### src/rtl/cpu_pkg.sv
// Shared opcodes, control-word layout and sequencer defaults
// for the 4-bit-address CPU.
package cpu_pkg;

  localparam int CW_WIDTH      = 16;
  localparam int STEPS_DEFAULT = 5;

  localparam logic [3:0] OP_NOP = 4'h0;
  localparam logic [3:0] OP_LDA = 4'h1;
  localparam logic [3:0] OP_ADD = 4'h2;
  localparam logic [3:0] OP_SUB = 4'h3;
  localparam logic [3:0] OP_STA = 4'h4;
  localparam logic [3:0] OP_LDI = 4'h5;
  localparam logic [3:0] OP_JMP = 4'h6;
  localparam logic [3:0] OP_JC  = 4'h7;
  localparam logic [3:0] OP_JZ  = 4'h8;
  localparam logic [3:0] OP_OUT = 4'hE;
  localparam logic [3:0] OP_HLT = 4'hF;

  localparam int CW_HLT = 15;
  localparam int CW_MI  = 14;
  localparam int CW_RI  = 13;
  localparam int CW_RO  = 12;
  localparam int CW_II  = 11;
  localparam int CW_IO  = 10;
  localparam int CW_AI  = 9;
  localparam int CW_AO  = 8;
  localparam int CW_BI  = 7;
  localparam int CW_EO  = 6;
  localparam int CW_SU  = 5;
  localparam int CW_FI  = 4;
  localparam int CW_OI  = 3;
  localparam int CW_CE  = 2;
  localparam int CW_CO  = 1;
  localparam int CW_J   = 0;

endpackage

### src/rtl/microcode_rom.sv
// Combinational microcode: control word for one opcode/step/flags.
// Steps beyond T4 are always empty.
module microcode_rom
  import cpu_pkg::*;
(
  input  logic [3:0]          opcode,
  input  logic [2:0]          step,
  input  logic                c,
  input  logic                z,
  output logic [CW_WIDTH-1:0] cw
);

  always_comb begin
    cw = '0;
    case (step)
      3'd0: begin
        cw[CW_CO] = 1'b1;
        cw[CW_MI] = 1'b1;
      end
      3'd1: begin
        cw[CW_RO] = 1'b1;
        cw[CW_II] = 1'b1;
        cw[CW_CE] = 1'b1;
      end
      3'd2: begin
        case (opcode)
          OP_LDA, OP_ADD, OP_SUB, OP_STA: begin
            cw[CW_IO] = 1'b1;
            cw[CW_MI] = 1'b1;
          end
          OP_LDI: begin
            cw[CW_IO] = 1'b1;
            cw[CW_AI] = 1'b1;
          end
          OP_JMP: begin
            cw[CW_IO] = 1'b1;
            cw[CW_J]  = 1'b1;
          end
          OP_JC: begin
            cw[CW_IO] = c;
            cw[CW_J]  = c;
          end
          OP_JZ: begin
            cw[CW_IO] = z;
            cw[CW_J]  = z;
          end
          OP_OUT: begin
            cw[CW_AO] = 1'b1;
            cw[CW_OI] = 1'b1;
          end
          OP_HLT: cw[CW_HLT] = 1'b1;
          default: ;
        endcase
      end
      3'd3: begin
        case (opcode)
          OP_LDA: begin
            cw[CW_RO] = 1'b1;
            cw[CW_AI] = 1'b1;
          end
          OP_ADD, OP_SUB: begin
            cw[CW_RO] = 1'b1;
            cw[CW_BI] = 1'b1;
          end
          OP_STA: begin
            cw[CW_AO] = 1'b1;
            cw[CW_RI] = 1'b1;
          end
          default: ;
        endcase
      end
      3'd4: begin
        if (opcode == OP_ADD || opcode == OP_SUB) begin
          cw[CW_EO] = 1'b1;
          cw[CW_AI] = 1'b1;
          cw[CW_FI] = 1'b1;
          cw[CW_SU] = (opcode == OP_SUB);
        end
      end
      default: ;
    endcase
  end

endmodule

### src/rtl/control_sequencer.sv
// T-state sequencer: step/halt registers, early instruction end,
// and fan-out of the microcode word to the CPU control lines.
module control_sequencer
  import cpu_pkg::*;
#(
  parameter int STEPS     = STEPS_DEFAULT,
  parameter bit EARLY_END = 1'b1
) (
  input  logic       i_clk,
  input  logic       i_rst,
  input  logic [3:0] i_opcode,
  input  logic       i_flag_c,
  input  logic       i_flag_z,
  output logic       o_hlt,
  output logic       o_mi,
  output logic       o_ri,
  output logic       o_ro,
  output logic       o_ii,
  output logic       o_io,
  output logic       o_ai,
  output logic       o_ao,
  output logic       o_bi,
  output logic       o_eo,
  output logic       o_su,
  output logic       o_fi,
  output logic       o_oi,
  output logic       o_ce,
  output logic       o_co,
  output logic       o_j,
  output logic [2:0] o_step,
  output logic       o_halted
);

  logic [2:0]          step_q;
  logic [2:0]          step_d;
  logic                halted_q;
  logic                halt_now;
  logic                tail_nz;
  logic                last;
  logic                early;
  logic [CW_WIDTH-1:0] cw_cur;
  logic [CW_WIDTH-1:0] cw_out;
  logic [CW_WIDTH-1:0] words [STEPS];

  // One ROM per T-state so the remaining steps can be inspected at once
  for (genvar s = 0; s < STEPS; s++) begin : g_rom
    microcode_rom u_rom (
      .opcode (i_opcode),
      .step   (3'(s)),
      .c      (i_flag_c),
      .z      (i_flag_z),
      .cw     (words[s])
    );
  end

  always_comb begin
    cw_cur  = '0;
    tail_nz = 1'b0;
    for (int s = 0; s < STEPS; s++) begin
      if (step_q == 3'(s)) cw_cur = words[s];
      if (3'(s) > step_q && |words[s]) tail_nz = 1'b1;
    end
  end

  // Opcode is only valid from T2, so early end is never taken in fetch
  always_comb begin
    halt_now = cw_cur[CW_HLT];
    last     = (step_q == 3'(STEPS - 1));
    early    = EARLY_END && (step_q >= 3'd2) && !tail_nz;
    step_d   = (last || early) ? 3'd0 : step_q + 3'd1;
    if (halt_now) step_d = step_q;
  end

  always_ff @(posedge i_clk) begin
    if (i_rst) begin
      step_q   <= 3'd0;
      halted_q <= 1'b0;
    end else if (!halted_q) begin
      step_q   <= step_d;
      halted_q <= halt_now;
    end
  end

  always_comb begin
    cw_out = cw_cur;
    if (i_rst) begin
      cw_out = '0;
    end else if (halted_q) begin
      cw_out         = '0;
      cw_out[CW_HLT] = 1'b1;
    end
  end

  assign o_hlt    = cw_out[CW_HLT];
  assign o_mi     = cw_out[CW_MI];
  assign o_ri     = cw_out[CW_RI];
  assign o_ro     = cw_out[CW_RO];
  assign o_ii     = cw_out[CW_II];
  assign o_io     = cw_out[CW_IO];
  assign o_ai     = cw_out[CW_AI];
  assign o_ao     = cw_out[CW_AO];
  assign o_bi     = cw_out[CW_BI];
  assign o_eo     = cw_out[CW_EO];
  assign o_su     = cw_out[CW_SU];
  assign o_fi     = cw_out[CW_FI];
  assign o_oi     = cw_out[CW_OI];
  assign o_ce     = cw_out[CW_CE];
  assign o_co     = cw_out[CW_CO];
  assign o_j      = cw_out[CW_J];
  assign o_step   = i_rst ? 3'd0 : step_q;
  assign o_halted = halted_q && !i_rst;

endmodule

### config.mk
export PLATFORM = sky130hd
export DESIGN_NAME = control_sequencer
export DESIGN_NICKNAME = d
export VERILOG_FILES = /design/src/rtl/cpu_pkg.sv /design/src/rtl/microcode_rom.sv /design/src/rtl/control_sequencer.sv
export SDC_FILE = /design/constraint.sdc
export NUM_CORES = 1
export LEC_CHECK = 0
export BUFFER_PORTS_ARGS = -buffer_cell sky130_fd_sc_hd__buf_4
export CELL_PAD_IN_SITES_DETAIL_PLACEMENT = 1
export CELL_PAD_IN_SITES_GLOBAL_PLACEMENT = 2
export CORE_MARGIN = 2
export CORE_UTILIZATION = 24
export CTS_CLUSTER_DIAMETER = 200
export DETAILED_ROUTE_END_ITERATION = 12
export HOLD_SLACK_MARGIN = 0.12
export PLACE_DENSITY_LB_ADDON = 0.1
export SETUP_SLACK_MARGIN = 0.05
export SYNTH_ARGS = -nofsm -noshare
export SYNTH_HDL_FRONTEND = slang
export SYNTH_SLANG_ARGS = --single-unit
### constraint.sdc
create_clock -name i_clk -period 5.05 [get_ports i_clk]
set_clock_uncertainty 0.1 [all_clocks]
set_input_delay 0.7575 -clock i_clk [delete_from_list [all_inputs] [get_ports i_clk]]
set_output_delay 0.7575 -clock i_clk [all_outputs]
set_load 0.02 [all_outputs]
==> impl_metrics.py <==
metrics = {
    "status": {
        "status": "complete, no violations",
    },
    "pwr": {
        "ir_worst_vdd_mv": 0.164,
        "p_seq_share_pct": 23.2,
        "power_frac_clock_pct": 14.7,
        "p_int_mw": 0.135,
        "power_density_nw_per_um2": 347,
        "power_switching_mw": 0.132,
        "switching_share_pct": 49.3,
        "combPwrFrac_pct": 62.2,
        "total_power_mw": 0.267,
        "p_leak_nw": 0.330,
    },
    "global_routing": {
        "grt_pass1_vias": 636,
        "grt_usage_pct": 13.7,
        "overflow": 0,
        "grt_max_degree": 14,
        "antenna_found_initial": 0,
        "grt_first_pass_wirelength_um": 2850,
    },
    "detailed_routing": {
        "vias_per_cell": 5.08,
        "wl_per_cell_um": 13.2,
        "drt_iter0_drc": 9,
        "firstDrtPassIters": 2,
        "ant_nets": 0,
        "vias": 665,
        "drc": 0,
        "wirelength_um": 1730,
    },
    "clock_tree": {
        "cts_setup_buffers": 0,
        "cts-buffers-inserted": 3,
        "cts_max_level": 1,
        "clk_latency_ps": 230,
        "cts_sinks": 4,
        "cts_buffer_depth": 2,
        "cts-root-buf": "clkbuf_4",
        "cts_resized": 0,
        "cts_hold_buf": 0,
        "clkTransAtPathRegs_ps": 40,
        "cts_tree": "done",
    },
    "min_path": {
        "hold_end": "step_q[0]",
        "hold_path_class": "register to register",
        "min_path_cells": 2,
        "min_from": "halted_q",
    },
    "logic_synthesis": {
        "synth_edf_count": 0,
        "synthCells": 81,
        "synth_top_area_share_pct": 14.2,
        "synth_top_flop_cell": "dfxtp_1",
        "synth_async_sr_flop_share_pct": 0,
        "synthesis.area_um2": 566,
        "synthTopCellsByArea": "dfxtp_1 14%, nor2_1 9.3%, nor3_1 5.3%",
        "synth_warnings": 0,
        "avgSynthCellArea_um2": 6.98,
        "yosysSeqAreaShare_pct": 14.2,
        "synth_cell_types": 38,
        "synth.most_common_cell": "nor2_1",
        "syn_nets": 91,
        "netlist_top_cells_count": "14 x nor2_1, 8 x nand2_1, 6 x nor3_1, 4 x dfxtp_1",
        "yosys.area.top_type": "dfxtp_1",
        "ys_seq_elements": 4,
    },
    "timing": {
        "slew_headroom_pct": 60.5,
        "min_period_over_period_pct": 57.1,
        "timing_hold_violations_final": 0,
        "rsz0062_at_grt": "false",
        "fmax_mhz": 347,
        "tns_ps": 0,
        "worst-slew-pin-transition_ps": 587,
        "whs_ps": 495,
        "fin_crit_ps": 2880,
        "setup_violations": 0,
        "slew_violations": 0,
        "setup_slack_ps": 2170,
    },
    "floorplanning": {
        "start_util_pct": 25.6,
        "core_area_um2": 2210,
        "die_area_um2": 2760,
        "ios": 28,
        "num_rows": 17,
        "die_height_um": 52.5,
        "die_w_um": 52.5,
    },
    "critical_path": {
        "r2r_cells": 4,
        "cp-start-kind": "primary input",
        "crit_arrival_ps": 2020,
        "cp-startpoint": "i_rst",
        "critPathKind": "primary input to primary output",
        "worst_ep_required_time_ps": 4190,
        "reg2reg_from": "step_q[0]",
        "regToRegEndpoint": "step_q[2]",
        "critPathMaxFanout": 13,
        "endpoint_kind": "primary output",
        "r2r_slack_ps": 3480,
    },
    "cells_and_area": {
        "antennaDiodeCount": 0,
        "layout.nets": 115,
        "drive_gt1_share_pct": 35.0,
        "syn_to_final_growth_pct": 36.3,
        "fin_area_um2": 771,
        "fillers": 296,
        "utilization_pct": 34.8,
        "fin_cells": 131,
    },
    "placement": {
        "pre_cts_slack_ps": 2150,
        "post_dp_cell_area_um2": 748,
        "dpl.cell_count": 128,
        "gp_congestion": 0.728,
        "dpl.hpwl_um": 1330,
        "port_buffers": 27,
    },
    "job": {
        "drv_cap": 0,
    },
}
==> worst max-delay path by stage <==
stage,slack (ps),endpoint
4_1_cts,2150,o_ao
3_3_place_gp,2170,o_ao
2_1_floorplan,2260,o_su
5_1_grt,2080,o_ao
3_5_place_dp,2150,o_ao
6_report,2170,o_ao
==> cells in the final DEF (no fill, tap or decap), types with 3 or more instances in the layout <==
cell and n:
clkbuf_4 3, buf_4 27, nor3_1 6, a31oi_1 3
nand2_1 8, nor2b_1 3, dfxtp_1 4, a21oi_1 3
nor2_1 14
==> area by class of cell <==
| cell class | instances | area, um^2 | share of cell area [%] |
|---|---|---|---|
| timing repair buffer | 27 | 203 | 26.3 |
| clock buffer | 3 | 22.5 | 2.92 |
| multi-input combinational | 67 | 423 | 54.9 |
| tap | 28 | 35.0 | 4.55 |
| inverter | 2 | 7.51 | 0.974 |
| sequential | 4 | 80.1 | 10.4 |
==> cells by family after synthesis <==
group,after synthesis,share of synthesized area (%)
flip-flops,4,14.2
buffers and inverters,10,11.1
AND/OR/NAND/NOR,50,51.6
AO/OA/AOI/OAI,14,17.3
adder cells (fa/ha/maj),2,4.42
XOR/XNOR,1,1.55
==> power by group through the flow <==
stage               sequential, mW  clock, mW  combinational (mW)
CTS                         0.0621     0.0419               0.169
global route                0.0644     0.0439               0.184
global placement            0.0625          0               0.167
floorplan                   0.0498          0               0.126
detailed placement          0.0625          0               0.167
finish                      0.0619     0.0392               0.166
==> flip-flops by register name, summed over array words and instances, names as in the netlist <==
register,count
step_q,3
halted_q,1
==> critical path: stages <==
cell     delay [ps]
buf_4           160
or4b_4          520
nor3_2          120
a31oi_1          60
nor4b_2         220
buf_4           170
==> layer usage <==
layer  vias up  wire [um]  track usage (%)
met5         -          0                0
met2        16        811             22.1
met1       314        840             18.4
li1        335          -                -
met4         0          0             3.85
met3         0         77             2.57
No activity file was read; power rests on OpenSTA's default activity.
